==> config.mk <==
export PLATFORM = sky130hd
export DESIGN_NAME = fetch_ctrl_flat
export DESIGN_NICKNAME = d
export VERILOG_FILES = /design/src/rtl/fetch_ctrl_if.sv /design/src/rtl/fetch_ctrl.sv /design/src/flat_wrapper.sv
export SDC_FILE = /design/constraint.sdc
export NUM_CORES = 1
export LEC_CHECK = 0
export CAP_MARGIN = 20
export CORE_MARGIN = 5
export CORE_UTILIZATION = 55
export CTS_BUF_LIST = sky130_fd_sc_hd__clkbuf_4 sky130_fd_sc_hd__clkbuf_8
export CTS_CLUSTER_SIZE = 40
export DETAILED_ROUTE_END_ITERATION = 12
export DONT_BUFFER_PORTS = 1
export HOLD_SLACK_MARGIN = 0.08
export PLACE_DENSITY = 0.73
export SLEW_MARGIN = 40
export SYNTH_ARGS = -nofsm -noshare
export SYNTH_HDL_FRONTEND = slang
export SYNTH_SLANG_ARGS = --single-unit
==> constraint.sdc <==
create_clock -name clk -period 1.8 [get_ports clk]
set_input_delay 0.18 -clock clk [delete_from_list [all_inputs] [get_ports clk]]
set_output_delay 0.18 -clock clk [all_outputs]
set_load 0.05 [all_outputs]
==> src/rtl/fetch_ctrl_if.sv <==
// Fetch-side bus bundle: instruction-memory read port plus the decode handshake.
interface fetch_ctrl_if;
  logic        imem_req;
  logic [31:0] imem_addr;
  logic        imem_rvalid;
  logic [31:0] imem_rdata;
  logic        if_valid;
  logic [31:0] if_instr;
  logic [31:0] if_pc;
  logic        id_ready;

  // Fetch controller side
  modport master (
    output imem_req,
    output imem_addr,
    input  imem_rvalid,
    input  imem_rdata,
    output if_valid,
    output if_instr,
    output if_pc,
    input  id_ready
  );

  // Memory / decode side
  modport slave (
    input  imem_req,
    input  imem_addr,
    output imem_rvalid,
    output imem_rdata,
    input  if_valid,
    input  if_instr,
    input  if_pc,
    output id_ready
  );
endinterface

==> src/rtl/fetch_ctrl.sv <==
// Instruction-fetch controller: issues one imem read at a time, buffers
// {instr, pc} pairs in a small FIFO toward decode, and steers the PC register.
module fetch_ctrl #(
  parameter int unsigned DEPTH    = 2,
  parameter logic [31:0] RESET_PC = 32'h0000_0000
) (
  input  logic         clk,
  input  logic         rst_n,
  input  logic [31:0]  pc,
  output logic [31:0]  pc_next,
  output logic         pc_write,
  input  logic         redirect_valid,
  input  logic [31:0]  redirect_pc,
  fetch_ctrl_if.master bus
);

  localparam int unsigned PTR_W = $clog2(DEPTH);
  localparam int unsigned CNT_W = $clog2(DEPTH + 1);
  localparam logic [CNT_W-1:0] CNT_FULL = CNT_W'(DEPTH);
  localparam logic [PTR_W-1:0] PTR_LAST = PTR_W'(DEPTH - 1);

  typedef enum logic [1:0] {
    S_IDLE = 2'd0,
    S_WAIT = 2'd1,
    S_DROP = 2'd2
  } state_t;

  typedef struct packed {
    logic [31:0] instr;
    logic [31:0] pc;
  } entry_t;

  state_t             state_q, state_d;
  logic [31:0]        req_pc_q;
  entry_t             mem_q [DEPTH];
  logic [PTR_W-1:0]   rd_ptr_q, wr_ptr_q;
  logic [CNT_W-1:0]   count_q;
  logic               issue, push, pop;

  function automatic logic [PTR_W-1:0] ptr_inc(input logic [PTR_W-1:0] p);
    return (p == PTR_LAST) ? '0 : p + PTR_W'(1);
  endfunction

  // Issue/redirect decisions, PC steering and next state
  always_comb begin
    state_d      = state_q;
    issue        = 1'b0;
    push         = 1'b0;
    pop          = 1'b0;
    pc_next      = pc;
    pc_write     = 1'b0;
    bus.imem_req = 1'b0;
    if (!rst_n) begin
      pc_next  = RESET_PC;
      pc_write = 1'b1;
    end else begin
      issue = (state_q == S_IDLE) && (count_q < CNT_FULL) && !redirect_valid;
      push  = (state_q == S_WAIT) && bus.imem_rvalid && !redirect_valid;
      pop   = (count_q != '0) && bus.id_ready && !redirect_valid;
      if (redirect_valid) begin
        pc_next  = redirect_pc;
        pc_write = 1'b1;
      end else if (issue) begin
        pc_next      = pc + 32'd4;
        pc_write     = 1'b1;
        bus.imem_req = 1'b1;
      end
      case (state_q)
        S_IDLE: if (issue) state_d = S_WAIT;
        S_WAIT: begin
          if (bus.imem_rvalid)     state_d = S_IDLE;
          else if (redirect_valid) state_d = S_DROP;
        end
        S_DROP: if (bus.imem_rvalid) state_d = S_IDLE;
        default: state_d = S_IDLE;
      endcase
    end
  end

  // State, request tag and FIFO storage; redirect flushes and cancels push/pop
  always_ff @(posedge clk or negedge rst_n) begin
    if (!rst_n) begin
      state_q  <= S_IDLE;
      req_pc_q <= '0;
      rd_ptr_q <= '0;
      wr_ptr_q <= '0;
      count_q  <= '0;
      for (int i = 0; i < int'(DEPTH); i++) mem_q[i] <= '0;
    end else begin
      state_q <= state_d;
      if (issue) req_pc_q <= pc;
      if (redirect_valid) begin
        rd_ptr_q <= '0;
        wr_ptr_q <= '0;
        count_q  <= '0;
      end else begin
        if (push) begin
          mem_q[wr_ptr_q] <= '{instr: bus.imem_rdata, pc: req_pc_q};
          wr_ptr_q        <= ptr_inc(wr_ptr_q);
        end
        if (pop) rd_ptr_q <= ptr_inc(rd_ptr_q);
        case ({push, pop})
          2'b10:   count_q <= count_q + CNT_W'(1);
          2'b01:   count_q <= count_q - CNT_W'(1);
          default: count_q <= count_q;
        endcase
      end
    end
  end

  // Address follows the PC; decode sees the FIFO head
  assign bus.imem_addr = pc;
  assign bus.if_valid  = (count_q != '0);
  assign bus.if_instr  = mem_q[rd_ptr_q].instr;
  assign bus.if_pc     = mem_q[rd_ptr_q].pc;

endmodule

==> src/flat_wrapper.sv <==
// flat-port wrapper written by rule: the top's interface ports become plain ports
module fetch_ctrl_flat 
#(
  parameter int unsigned DEPTH    = 2,
  parameter logic [31:0] RESET_PC = 32'h0000_0000
)
  (clk, rst_n, pc, pc_next, pc_write, redirect_valid, redirect_pc, bus_imem_req, bus_imem_addr, bus_imem_rvalid, bus_imem_rdata, bus_if_valid, bus_if_instr, bus_if_pc, bus_id_ready);
  fetch_ctrl_if bus_i ();
  input  logic clk;
  input  logic rst_n;
  input  logic [31:0] pc;
  output logic [31:0] pc_next;
  output logic pc_write;
  input  logic redirect_valid;
  input  logic [31:0] redirect_pc;
  output wire logic [$bits(bus_i.imem_req)-1:0] bus_imem_req;
  output wire logic [$bits(bus_i.imem_addr)-1:0] bus_imem_addr;
  input wire logic [$bits(bus_i.imem_rvalid)-1:0] bus_imem_rvalid;
  input wire logic [$bits(bus_i.imem_rdata)-1:0] bus_imem_rdata;
  output wire logic [$bits(bus_i.if_valid)-1:0] bus_if_valid;
  output wire logic [$bits(bus_i.if_instr)-1:0] bus_if_instr;
  output wire logic [$bits(bus_i.if_pc)-1:0] bus_if_pc;
  input wire logic [$bits(bus_i.id_ready)-1:0] bus_id_ready;
  assign bus_imem_req = bus_i.imem_req;
  assign bus_imem_addr = bus_i.imem_addr;
  assign bus_i.imem_rvalid = bus_imem_rvalid;
  assign bus_i.imem_rdata = bus_imem_rdata;
  assign bus_if_valid = bus_i.if_valid;
  assign bus_if_instr = bus_i.if_instr;
  assign bus_if_pc = bus_i.if_pc;
  assign bus_i.id_ready = bus_id_ready;
  fetch_ctrl #(.DEPTH(DEPTH), .RESET_PC(RESET_PC)) u_core (.clk(clk), .rst_n(rst_n), .pc(pc), .pc_next(pc_next), .pc_write(pc_write), .redirect_valid(redirect_valid), .redirect_pc(redirect_pc), .bus(bus_i));
endmodule
==> key figures, run 1 <==
Clock tree
  – Clock insertion delay at the later pin of the skew report: 0.46 ns
  – TritonCTS Buffers: 17
  – Clock Sinks: 166
  – CTS tree: built
  – Clock Pin Slew Worst Setup and Hold Paths: 0.08 ns
  – CTS H-tree lvls: 4
  – CTS hold repair buffers: 72
  – Max Root-Sink Buffers: 2
  – Clock root cell: clkbuf_8

Logic synthesis
  – EDFF count, synth: 0
  – Syn_area_per_cell: 11.48 sq um
  – Post-synth ARST share: 1.000
  – Top_reg_cell synth: dfrtp_1
  – Synth top area share: 0.4882
  – Largest cells by area after synthesis: dfrtp_1 (49%), mux2_2 (25%), nand2_1 (4.1%)
  – Warnings, synthesis: 0
  – Sequential share of the synthesized area: 0.4882
  – Post-synthesis register bit count: 166
  – Mapped Cells: 741
  – Net Count, Synth: 843
  – Post-Syn Area: 8509 sq um
  – Synth unique cells: 57
  – Cell taking the most area after synthesis: dfrtp_1

STA
  – Clock skew: 0.009305 ns
  – Relative slew slack: 0.5131
  – # setup viols final: 257
  – RSZ-0062 raised after global routing: yes
  – Fin. max-slew vios: 0
  – Final setup margin: -0.9179 ns
  – Hold WS: -0.5894 ns
  – Worst-Margin Slew: 0.7236 ns
  – Final min period: 2.718 ns
  – FMAX: 0.3679 GHz
  – Fin. Hold Viols: 167
  – Period utilisation layout: 1.510

Status
  – Failing checks: hold timing, setup timing
  – Status: finished with violations

Floorplan
  – Rows: 45
  – Die width: 134.4 microns
  – Die area: 18,060 sq um
  – Die Ht: 134.4 microns
  – Core ar.: 15,200 sq um
  – Starting Density: 0.5598
  – # IOs: 232

Global routing
  – First-pass GRT wire length: 41,840 microns
  – M2 GR Usage: 0.5034
  – Pin count of the biggest net entering global routing: 197
  – Initial antenna violation count: 0
  – Busiest metal layer after global routing: met2
  – GR Overflow Total: 0
  – GR Layer Usage met1: 0.3675
  – GRT Total Usage: 0.3006
  – Vias in the first global route: 7,184
  – GR Layer Usage met3: 0.08740

Route
  – # DRC: 0
  – DRT antenna net count: 0
  – DR pass1 iterations: 5
  – Final wirelength: 28,550 microns
  – Via count: 6,805
  – Wire per inst: 26.48 microns
  – DR iter-0 viols: 402
  – Vias per cell: 6.313

Power
  – P per Cell Area: 1203 nW/um^2
  – Peak supply drop: 0.6487 mV
  – Clock share of power: 0.178
  – Switching share of power: 0.4029
  – Power Internal: 0.008931 W
  – Seq pwr share: 0.370
  – Switching pwr: 0.006026 W
  – Lkg Pwr: 5.655 nW
  – Final total power: 0.01496 W
  – Gate power share: 0.452

Min path
  – Hold WC Path Type: in -> async

Cells and area
  – Filler cells: 793
  – FF/Latch Area: 4156 sq um
  – Final core utilization: 0.8176
  – Layout cells sized above 1: 0.4831
  – Synth-to-layout area growth: 46.07%
  – Commonest non-fill, non-tap cell in the layout: dfrtp_1
  – Multi-input gate area: 4981 sq um
  – Most frequent cells in the layout: dfrtp_1 (164), mux2_4 (128), nand2_1 (89)
  – ANT cells: 0
  – Final nets: 980
  – Final std cells w/o fill: 1,078

Critical path
  – Cell mode on critical path: buf_6
  – Worst path max stage delay: 0.44 ns
  – Worst Setup Start Kind: flop
  – Crit-path max FO: 3
  – CP Data Arrival Time: 2.54 ns
  – Crit-path cells: buf_4 -> buf_6 -> buf_6 -> or3_4 -> buf_6 -> nor3_4 -> xnor2_2 -> a211oi_4 -> buf_12
  – CP max stage cell: dfrtp_1
  – Crit end category: output port
  – Worst EP required: 1.62 ns
  – Worst Setup Path Type: reg -> out

Run
  – Max Cap Viol: 0

Place
  – Placed Cells: 926
  – Dpl hpwl: 15,610 microns
  – GPL Wtd Cong: 0.8784
  – PortBufs: 0
  – Setup WS pre-CTS: -0.4031 ns
==> cell type report <==
type / instances / share of cell area
multi-input combinational: 483 / 0.4007
clock buffer: 22 / 0.02335
timing repair buffer: 194 / 0.2090
sequential: 166 / 0.3344
inverter: 16 / 0.005436
tap: 188 / 0.01892
clock inverter: 9 / 0.008154
==> per-stage QoR <==
stage / instance area (sq um) / TNS (ns)
after floorplan: 8871 / -6.066
after global placement: 9579 / -5.872
after detailed placement: 9579 / -7.910
after CTS: 11990 / -65.37
after global routing: 12430 / -90.38
final: 12430 / -76.96
==> registers in the layout, summed over array words and instances (netlist names) <==
name	count
u_core.req_pc_q	32
u_core.count_q	2
u_core.rd_ptr_q	1
u_core.wr_ptr_q	1
u_core.state_q	2
u_core.mem_q	128
==> routing by layer <==
layer  up-vias  wire [microns]
li1       2921               -
met1      3462           11080
met3        75            2097
met2       347           14350
met4         0            1030
met5         -               0
==> power groups by stage <==
stage / logic [W] / registers, W / clock network (W)
6_report: 0.00675 / 0.00554 / 0.00266
5_1_grt: 0.00697 / 0.00564 / 0.00288
4_1_cts: 0.00649 / 0.00545 / 0.00270
3_5_place_dp: 0.00533 / 0.00546 / 0
3_3_place_gp: 0.00524 / 0.00533 / 0
2_1_floorplan: 0.00480 / 0.00524 / 0
==> timing repair <==
| action | 4_1_cts | 5_1_grt |
|---|---|---|
| endpoints found under the hold margin | 268 | 168 |
| resized for setup | 186 | 64 |
| setup buffers | 18 | 14 |
| pin swaps | 24 | 25 |
| cloned | 14 | 10 |
| endpoints found under the setup margin | 160 | 260 |
==> cell families (layout without fill, tap and decap cells) <==
family          count (synthesis)  after routing  share of synthesized area
mux                           195            195                     0.2576
buf+inv                        92            241                    0.05852
flops                         166            166                     0.4882
xor+xnor                        7              7                   0.007205
fa+ha+maj                       1              1                   0.001470
simple gates                  196            196                     0.1173
compound gates                 84             84                    0.06970
==> synth_stat cells (4+ instances only) <==
cell type and count:
and4_1 6, a21oi_1 9, a31o_2 5, a311oi_1 8, nand2_1 92, or4_1 4, a211oi_1 7, mux2_2 187
nor2_1 26, clkbuf_1 27, o21ai_0 24, inv_1 16, nand2b_1 4, nor3_1 10, nand4_1 14, a31oi_1 7
nand3_1 7, and3_1 5, buf_2 14, or3_1 5, mux2_1 5, buf_4 32, nor4_1 5, xnor2_1 5
dfrtp_1 166
==> critical path, delay by kind of cell, from the launching register on <==
family	cells	cell delay, ns
buf+inv	5	0.68
simple gates	2	0.54
flops	1	0.44
compound gates	1	0.29
xor+xnor	1	0.11
==> worst paths after layout <==
| path | startpoint | to | slack, ns | cells after the start |
|---|---|---|---|---|
| setup / recovery | u_core.state_q[1] | pc_next[8] | -0.92 | 9 |
| hold / removal | rst_n | u_core.mem_q[35] | -0.59 | 0 |
| setup reg to reg | u_core.state_q[1] | u_core.mem_q[119] | -0.50 | 11 |
| hold reg to reg | u_core.req_pc_q[7] | u_core.req_pc_q[7] | 0.51 | 2 |
| max in group asynchronous | rst_n | u_core.mem_q[62] | 2.14 | 0 |
| min in group clk | rst_n | u_core.state_q[0] | 0 | 1 |
Note: power is estimated with default switching activity, not from simulation.
==> run 2: changes to the inputs <==
- BUFFER_PORTS_ARGS: default -> -buffer_cell sky130_fd_sc_hd__buf_2
- CORE_UTILIZATION: 55 -> 49
- DONT_BUFFER_PORTS: 1 -> default
- PLACE_DENSITY: 0.73 -> 0.88
==> run 2 against run 1 <==
The run ends with setup timing left. Maximum frequency fell by 1.9%. First-iteration DRC count is 18% higher. Largest cell class unchanged. Sequential power increased by 0.7%. Sequential share of layout area shrank 2.8 points. Non-clock buffer count up 233.
==> key figures, run 2 (same netlist as run 1, synthesis figures left out) <==
Status
  – Status: finished with violations
  – Failing checks: setup timing

STA
  – Period utilisation layout: 1.539 (+0.02900)
  – Relative slew slack: 0.6087 (+0.09553)
  – Clock skew: 0.01670 ns (+0.007394 ns)
  – Setup TNS: -49.09 ns (+27.88 ns)
  – RSZ-0062 raised after global routing: yes
  – # setup viols final: 223 (-13%)
  – Final min period: 2.770 ns (+0.05220 ns)
  – Fin. Hold Viols: 0 (-100%)
  – Fin. max-slew vios: 0 (unchanged)
  – Worst-Margin Slew: 0.5870 ns (-0.1366 ns)
  – FMAX: 0.3610 GHz (-1.9%)
  – Final setup margin: -0.9701 ns (-0.05221 ns)

Floorplan
  – Core ar.: 17,180 sq um (+13%)
  – Starting Density: 0.4954 (-0.06434)
  – Rows: 48 (+6.7%)
  – # IOs: 232 (unchanged)
  – Die width: 141.8 microns (+5.5%)
  – Die area: 20,100 sq um (+11%)
  – Die Ht: 141.8 microns (+5.5%)

Route
  – Final wirelength: 32,440 microns (+14%)
  – Vias per cell: 5.765 (-8.7%)
  – Via count: 7,777 (+14%)
  – DR iter-0 viols: 473 (+18%)
  – # DRC: 0 (unchanged)
  – Wire per inst: 24.05 microns (-9.2%)
  – DRT antenna net count: 0 (unchanged)
  – DR pass1 iterations: 6 (+1)

Critical path
  – Worst EP required: 1.62 ns (about the same)
  – Worst reg-to-reg path cell count: 8 (-3)
  – CP Data Arrival Time: 2.59 ns (+0.05 ns)
  – Worst Setup Path Type: reg -> out
  – Worst Setup Start Kind: flop
  – Crit end category: output port
  – Critical path startpoint: u_core.state_q[1]
  – Worst r2r src: u_core.state_q[1]
  – R2R Setup Slk: -0.26 ns (+0.24 ns)
  – Reg-to-Reg End: u_core.mem_q[112]
  – Crit-path max FO: 5 (+2)

Cells and area
  – Synth-to-layout area growth: 59.58%
  – Final nets: 1,213 (+24%)
  – Commonest non-fill, non-tap cell in the layout: dfrtp_1
  – Final core utilization: 0.7906 (-0.02704)
  – Final std cells w/o fill: 1,349 (+25%)
  – Largest registers: u_core.mem_q: 128 flops, u_core.req_pc_q: 32 flops
  – Layout cells sized above 1: 0.6165 (+0.1334)
  – Register name with the most flops: u_core.mem_q
  – Max reg flops: 128 (unchanged)
  – Final Instance Area: 13,580 sq um (+9.3%)
  – ANT cells: 0 (unchanged)
  – Most frequent cells in the layout: dfrtp_1 (163), buf_2 (133), mux2_2 (123)

Global routing
  – GR Layer Usage met3: 0.06303 (-0.02437)
  – GR Overflow Total: 0 (unchanged)
  – GRT Total Usage: 0.3128 (+0.01219)
  – Pin count of the biggest net entering global routing: 44 (-78%)
  – Busiest metal layer after global routing: met2
  – M2 GR Usage: 0.5592 (+0.05581)
  – Initial antenna violation count: 0 (unchanged)
  – Vias in the first global route: 8,591 (+20%)
  – First-pass GRT wire length: 48,270 microns (+15%)
  – GR Layer Usage met1: 0.3692 (+0.001709)

Clock tree
  – TritonCTS Buffers: 17 (unchanged)
  – CTS H-tree lvls: 4 (unchanged)
  – Clock insertion delay at the later pin of the skew report: 0.46 ns (about the same)
  – CTS tree: built
  – Clock root cell: clkbuf_8
  – Max Root-Sink Buffers: 2 (unchanged)
  – Clock Pin Slew Worst Setup and Hold Paths: 0.09 ns (about the same)
  – Clock Sinks: 166 (unchanged)

Power
  – Gate power share: 0.509 (+0.057)
  – Switching pwr: 0.006962 W (+16%)
  – P per Cell Area: 1214 nW/um^2 (+0.90%)
  – Seq pwr share: 0.338 (-0.032)
  – Switching share of power: 0.4223 (+0.01938)
  – Peak supply drop: 1.039 mV (+60%)
  – Lkg Pwr: 6.543 nW (+16%)
  – Final total power: 0.01649 W (+10%)
  – Power Internal: 0.009525 W (+6.7%)
  – Clock share of power: 0.152 (-0.026)

Place
  – Placed Cells: 1,234 (+33%)
  – Placed inst area: 10,890 sq um (+14%)
  – Dpl hpwl: 18,870 microns (+21%)
  – PortBufs: 231 (+231)
  – GPL Wtd Cong: 0.8533 (-2.9%)

Min path
  – Hold Startpoint: pc[29]
  – Min-Delay Endpoint: u_core.req_pc_q[29]
  – Hold WC Path Type: in -> reg
  – Hold Path Depth: 4

Run
  – Max Cap Viol: 0 (unchanged)
## run 2: final cells by class
| type | count | area, sq um |
|---|---|---|
| inverter | 16 | 62.56 |
| timing repair buffer | 427 | 4064 |
| tap | 225 | 281.5 |
| multi-input combinational | 483 | 4649 |
| sequential | 166 | 4160 |
| clock buffer | 20 | 269.0 |
| fill | 943 | 3597 |
| clock inverter | 12 | 92.59 |
## run 2: what timing repair did
item                                   4_1_cts  5_1_grt
endpoints found under the hold margin      112       34
setup endpoints to repair                  204      240
hold buffers                                42        1
cloned                                      13        5
pin swaps                                   14       25
gates resized for setup                    273      111
buffers inserted                            20       13
## run 2: stage by stage
step / hold WS (ns) / setup WS, ns
final: 0.1093 / -0.9701
after global placement: 0.1581 / -0.4496
after detailed placement: 0.1606 / -0.4977
after global routing: 0.1298 / -1.038
after floorplan: -0.1156 / -0.4477
after CTS: 0.08499 / -0.9473
## run 2: power groups by stage
stage / sequential (W) / clock (W) / combinational, W
finish: 0.00558 / 0.00251 / 0.00839
global route: 0.00566 / 0.00269 / 0.00871
CTS: 0.00541 / 0.00254 / 0.00785
detailed placement: 0.00547 / 0 / 0.00629
global placement: 0.00535 / 0 / 0.00617
floorplan: 0.00524 / 0 / 0.00480
## run 2: per-layer routing
layer	part of all wire	routed length, microns
met5	0	0
met4	0.036	1166
met2	0.52	16930
met3	0.064	2080
met1	0.38	12260
## run 2: critical path, cell delays in order (launching register included)
cell and delay (ns):
dfrtp_1 0.43, buf_4 0.16, nor4_4 0.18, nand4_1 0.20
buf_4 0.20, buf_6 0.13, or4_4 0.41, o211ai_1 0.16
buf_4 0.26
## run 2: worst max path at each step
stage	endpoint	slack (ns)
after detailed placement	pc_next[20]	-0.50
after global routing	pc_next[27]	-1.04
after floorplan	pc_next[24]	-0.45
after CTS	pc_next[27]	-0.95
after global placement	pc_next[31]	-0.45
final	pc_next[31]	-0.97
==> run 3: changes to the inputs <==
- CAP_MARGIN: 20 -> 0
- CORE_UTILIZATION: 49 -> 55
- PLACE_DENSITY: 0.88 -> 0.93
- clock period: 1.8 -> 2.9 ns (I/O delays scaled with it)
==> run 3 against run 2 <==
Clock power fell by 29%. Highest routed layer unchanged. Flip-flop and latch count stayed put. Setup slack better by 0.96 ns. The run still ends with setup timing left. Design area shrank 22%.
==> key figures, run 3 (same netlist as run 1, synthesis figures left out) <==
Global routing
  – First-pass GRT wire length: 37,740 microns (-22%)
  – GRT Total Usage: 0.2677 (-0.04502)
  – Vias in the first global route: 7,022 (-18%)
  – Pin count of the biggest net entering global routing: 83 (+89%)
  – Initial antenna violation count: 0 (unchanged)
  – GR Overflow Total: 0 (unchanged)

Clock tree
  – CTS tree: built
  – Max Root-Sink Buffers: 2 (unchanged)
  – TritonCTS Buffers: 17 (unchanged)
  – Clock root cell: clkbuf_8
  – Clock insertion delay at the later pin of the skew report: 0.47 ns (about the same)
  – CTS H-tree lvls: 4 (unchanged)
  – Clock Pin Slew Worst Setup and Hold Paths: 0.10 ns (about the same)
  – Clock Sinks: 166 (unchanged)

Route
  – Final wirelength: 24,100 microns (-26%)
  – DR iter-0 viols: 437 (-7.6%)
  – DRT antenna net count: 0 (unchanged)
  – Wire per inst: 20.44 microns (-15%)
  – # DRC: 0 (unchanged)
  – Vias per cell: 5.880 (+2.0%)
  – DR pass1 iterations: 5 (-1)
  – Via count: 6,932 (-11%)

STA
  – RSZ-0062 raised after global routing: yes
  – FMAX: 0.3438 GHz
  – Clock skew: 0.008650 ns (-0.008049 ns)
  – Period utilisation layout: 1.003
  – Relative slew slack: 0.5682 (-0.04048)
  – Final setup margin: -0.008355 ns (+0.9618 ns)
  – Final min period: 2.908 ns
  – # setup viols final: 1 (-99.6%)
  – Fin. max-slew vios: 0 (unchanged)
  – Hold WS: 0.1096 ns (+0.0003370 ns)
  – Worst-Margin Slew: 0.6477 ns (+0.06073 ns)
  – Fin. Hold Viols: 0 (unchanged)

Status
  – Failing checks: setup timing
  – Status: finished with violations

Critical path
  – Crit-path max FO: 14 (+9)
  – CP Data Arrival Time: 2.62 ns (+0.03 ns)
  – Worst Setup Path Type: reg -> out
  – Crit end category: output port
  – Worst Setup Start Kind: flop
  – Worst EP required: 2.61 ns (+0.99 ns)

Place
  – Dpl hpwl: 16,340 microns (-13%)
  – GPL Wtd Cong: 0.9600 (+13%)
  – PortBufs: 231 (unchanged)

Floorplan
  – Starting Density: 0.5598 (+0.06434)
  – Core ar.: 15,200 sq um (-11%)
  – # IOs: 232 (unchanged)
  – Die width: 134.4 microns (-5.2%)
  – Die area: 18,060 sq um (-10%)
  – Die Ht: 134.4 microns (-5.2%)
  – Rows: 45 (-6.3%)

Cells and area
  – Most frequent cells in the layout: buf_2 (220), mux2_2 (187), dfrtp_1 (164)
  – ANT cells: 0 (unchanged)
  – Multi-input gate area: 3918 sq um (-16%)
  – FF/Latch Area: 4159 sq um (about the same)
  – Max reg flops: 128 (unchanged)
  – Filler cells: 1,072 (+14%)
  – Commonest non-fill, non-tap cell in the layout: buf_2
  – Final nets: 1,080 (-11%)
  – Largest registers: u_core.mem_q: 128 flops, u_core.req_pc_q: 32 flops
  – Synth-to-layout area growth: 25.10%
  – Register name with the most flops: u_core.mem_q
  – Layout cells sized above 1: 0.5015 (-0.1150)

Power
  – Lkg Pwr: 5.269 nW (-19%)
  – Final total power: 0.008927 W (-46%)
  – Peak supply drop: 0.3490 mV (-66%)
  – P per Cell Area: 838.6 nW/um^2 (-31%)

Run
  – Max Cap Viol: 0 (unchanged)

Min path
  – Hold WC Path Type: in -> reg
-- run 3: metrics by stage --
| step | setup slack (ns) | TNS, ns | util | cell area, sq um | cells |
|---|---|---|---|---|---|
| floorplan | 0.06166 | 0 | - | 8537 | 741 |
| global placement | 0.4440 | 0 | 0.6401 | 9731 | 1103 |
| detailed placement | 0.4180 | 0 | 0.6401 | 9731 | 1103 |
| CTS | -0.01189 | -0.02181 | 0.6970 | 10600 | 1178 |
| global route | -0.09026 | -0.5622 | 0.7002 | 10650 | 1179 |
| finish | -0.008355 | -0.008355 | 0.7002 | 10650 | 1179 |
-- run 3: power breakdown --
| group | internal [W] | switching [W] | leakage, nW | total, W |
|---|---|---|---|---|
| registers | 0.00298 | 0.000387 | 2.15 | 0.00336 |
| clock network | 0.000872 | 0.000915 | 0.205 | 0.00179 |
| logic | 0.00122 | 0.00255 | 2.91 | 0.00378 |
| total | 0.00507 | 0.00385 | 5.27 | 0.00893 |
-- run 3: per-layer routing --
metal / part of all wire / up-vias / GRT usage
met5: 0 / - / 0
met4: 0.032 / 0 / 0.1160
met3: 0.079 / 55 / 0.05664
met2: 0.49 / 377 / 0.4508
met1: 0.40 / 3388 / 0.3347
li1: - / 3112 / -
-- run 3: critical path, cell delays in order (launching register included) --
cell	delay (ns)
dfrtp_2	0.47
or4_4	0.59
nor4_4	0.25
buf_6	0.20
a41oi_1	0.13
o311a_1	0.36
buf_6	0.16
-- run 3: final cells by class --
cell class	instances	area share
well taps	188	0.02210
clock buffers	17	0.02198
repair buffers	294	0.1736
inverters	16	0.005642
multi-input cells	483	0.3680
clock inverters	15	0.01798
flip-flops and latches	166	0.3907
-- run 3: path summary, 6_finish.rpt --
| path | start | to | slack, ns | cells after the start |
|---|---|---|---|---|
| min reg2reg | u_core.mem_q[122] | u_core.mem_q[122] | 0.50 | 1 |
| min in group asynchronous | rst_n | u_core.mem_q[14] | 0.24 | 2 |
| max | u_core.state_q[1] | pc_next[18] | -0.008 | 6 |
| max reg2reg | u_core.state_q[1] | u_core.mem_q[112] | 0.71 | 5 |
| max in group asynchronous | rst_n | u_core.mem_q[99] | 1.42 | 5 |
| min | pc[5] | u_core.req_pc_q[5] | 0.11 | 3 |
-- run 3: timing repair --
action / CTS / global route
resized for setup: 5 / 12
gates cloned: 0 / 0
hold buffers: 41 / 0
buffers inserted: 2 / 0
setup endpoints to repair: 7 / 18
endpoints found under the hold margin: 133 / 0
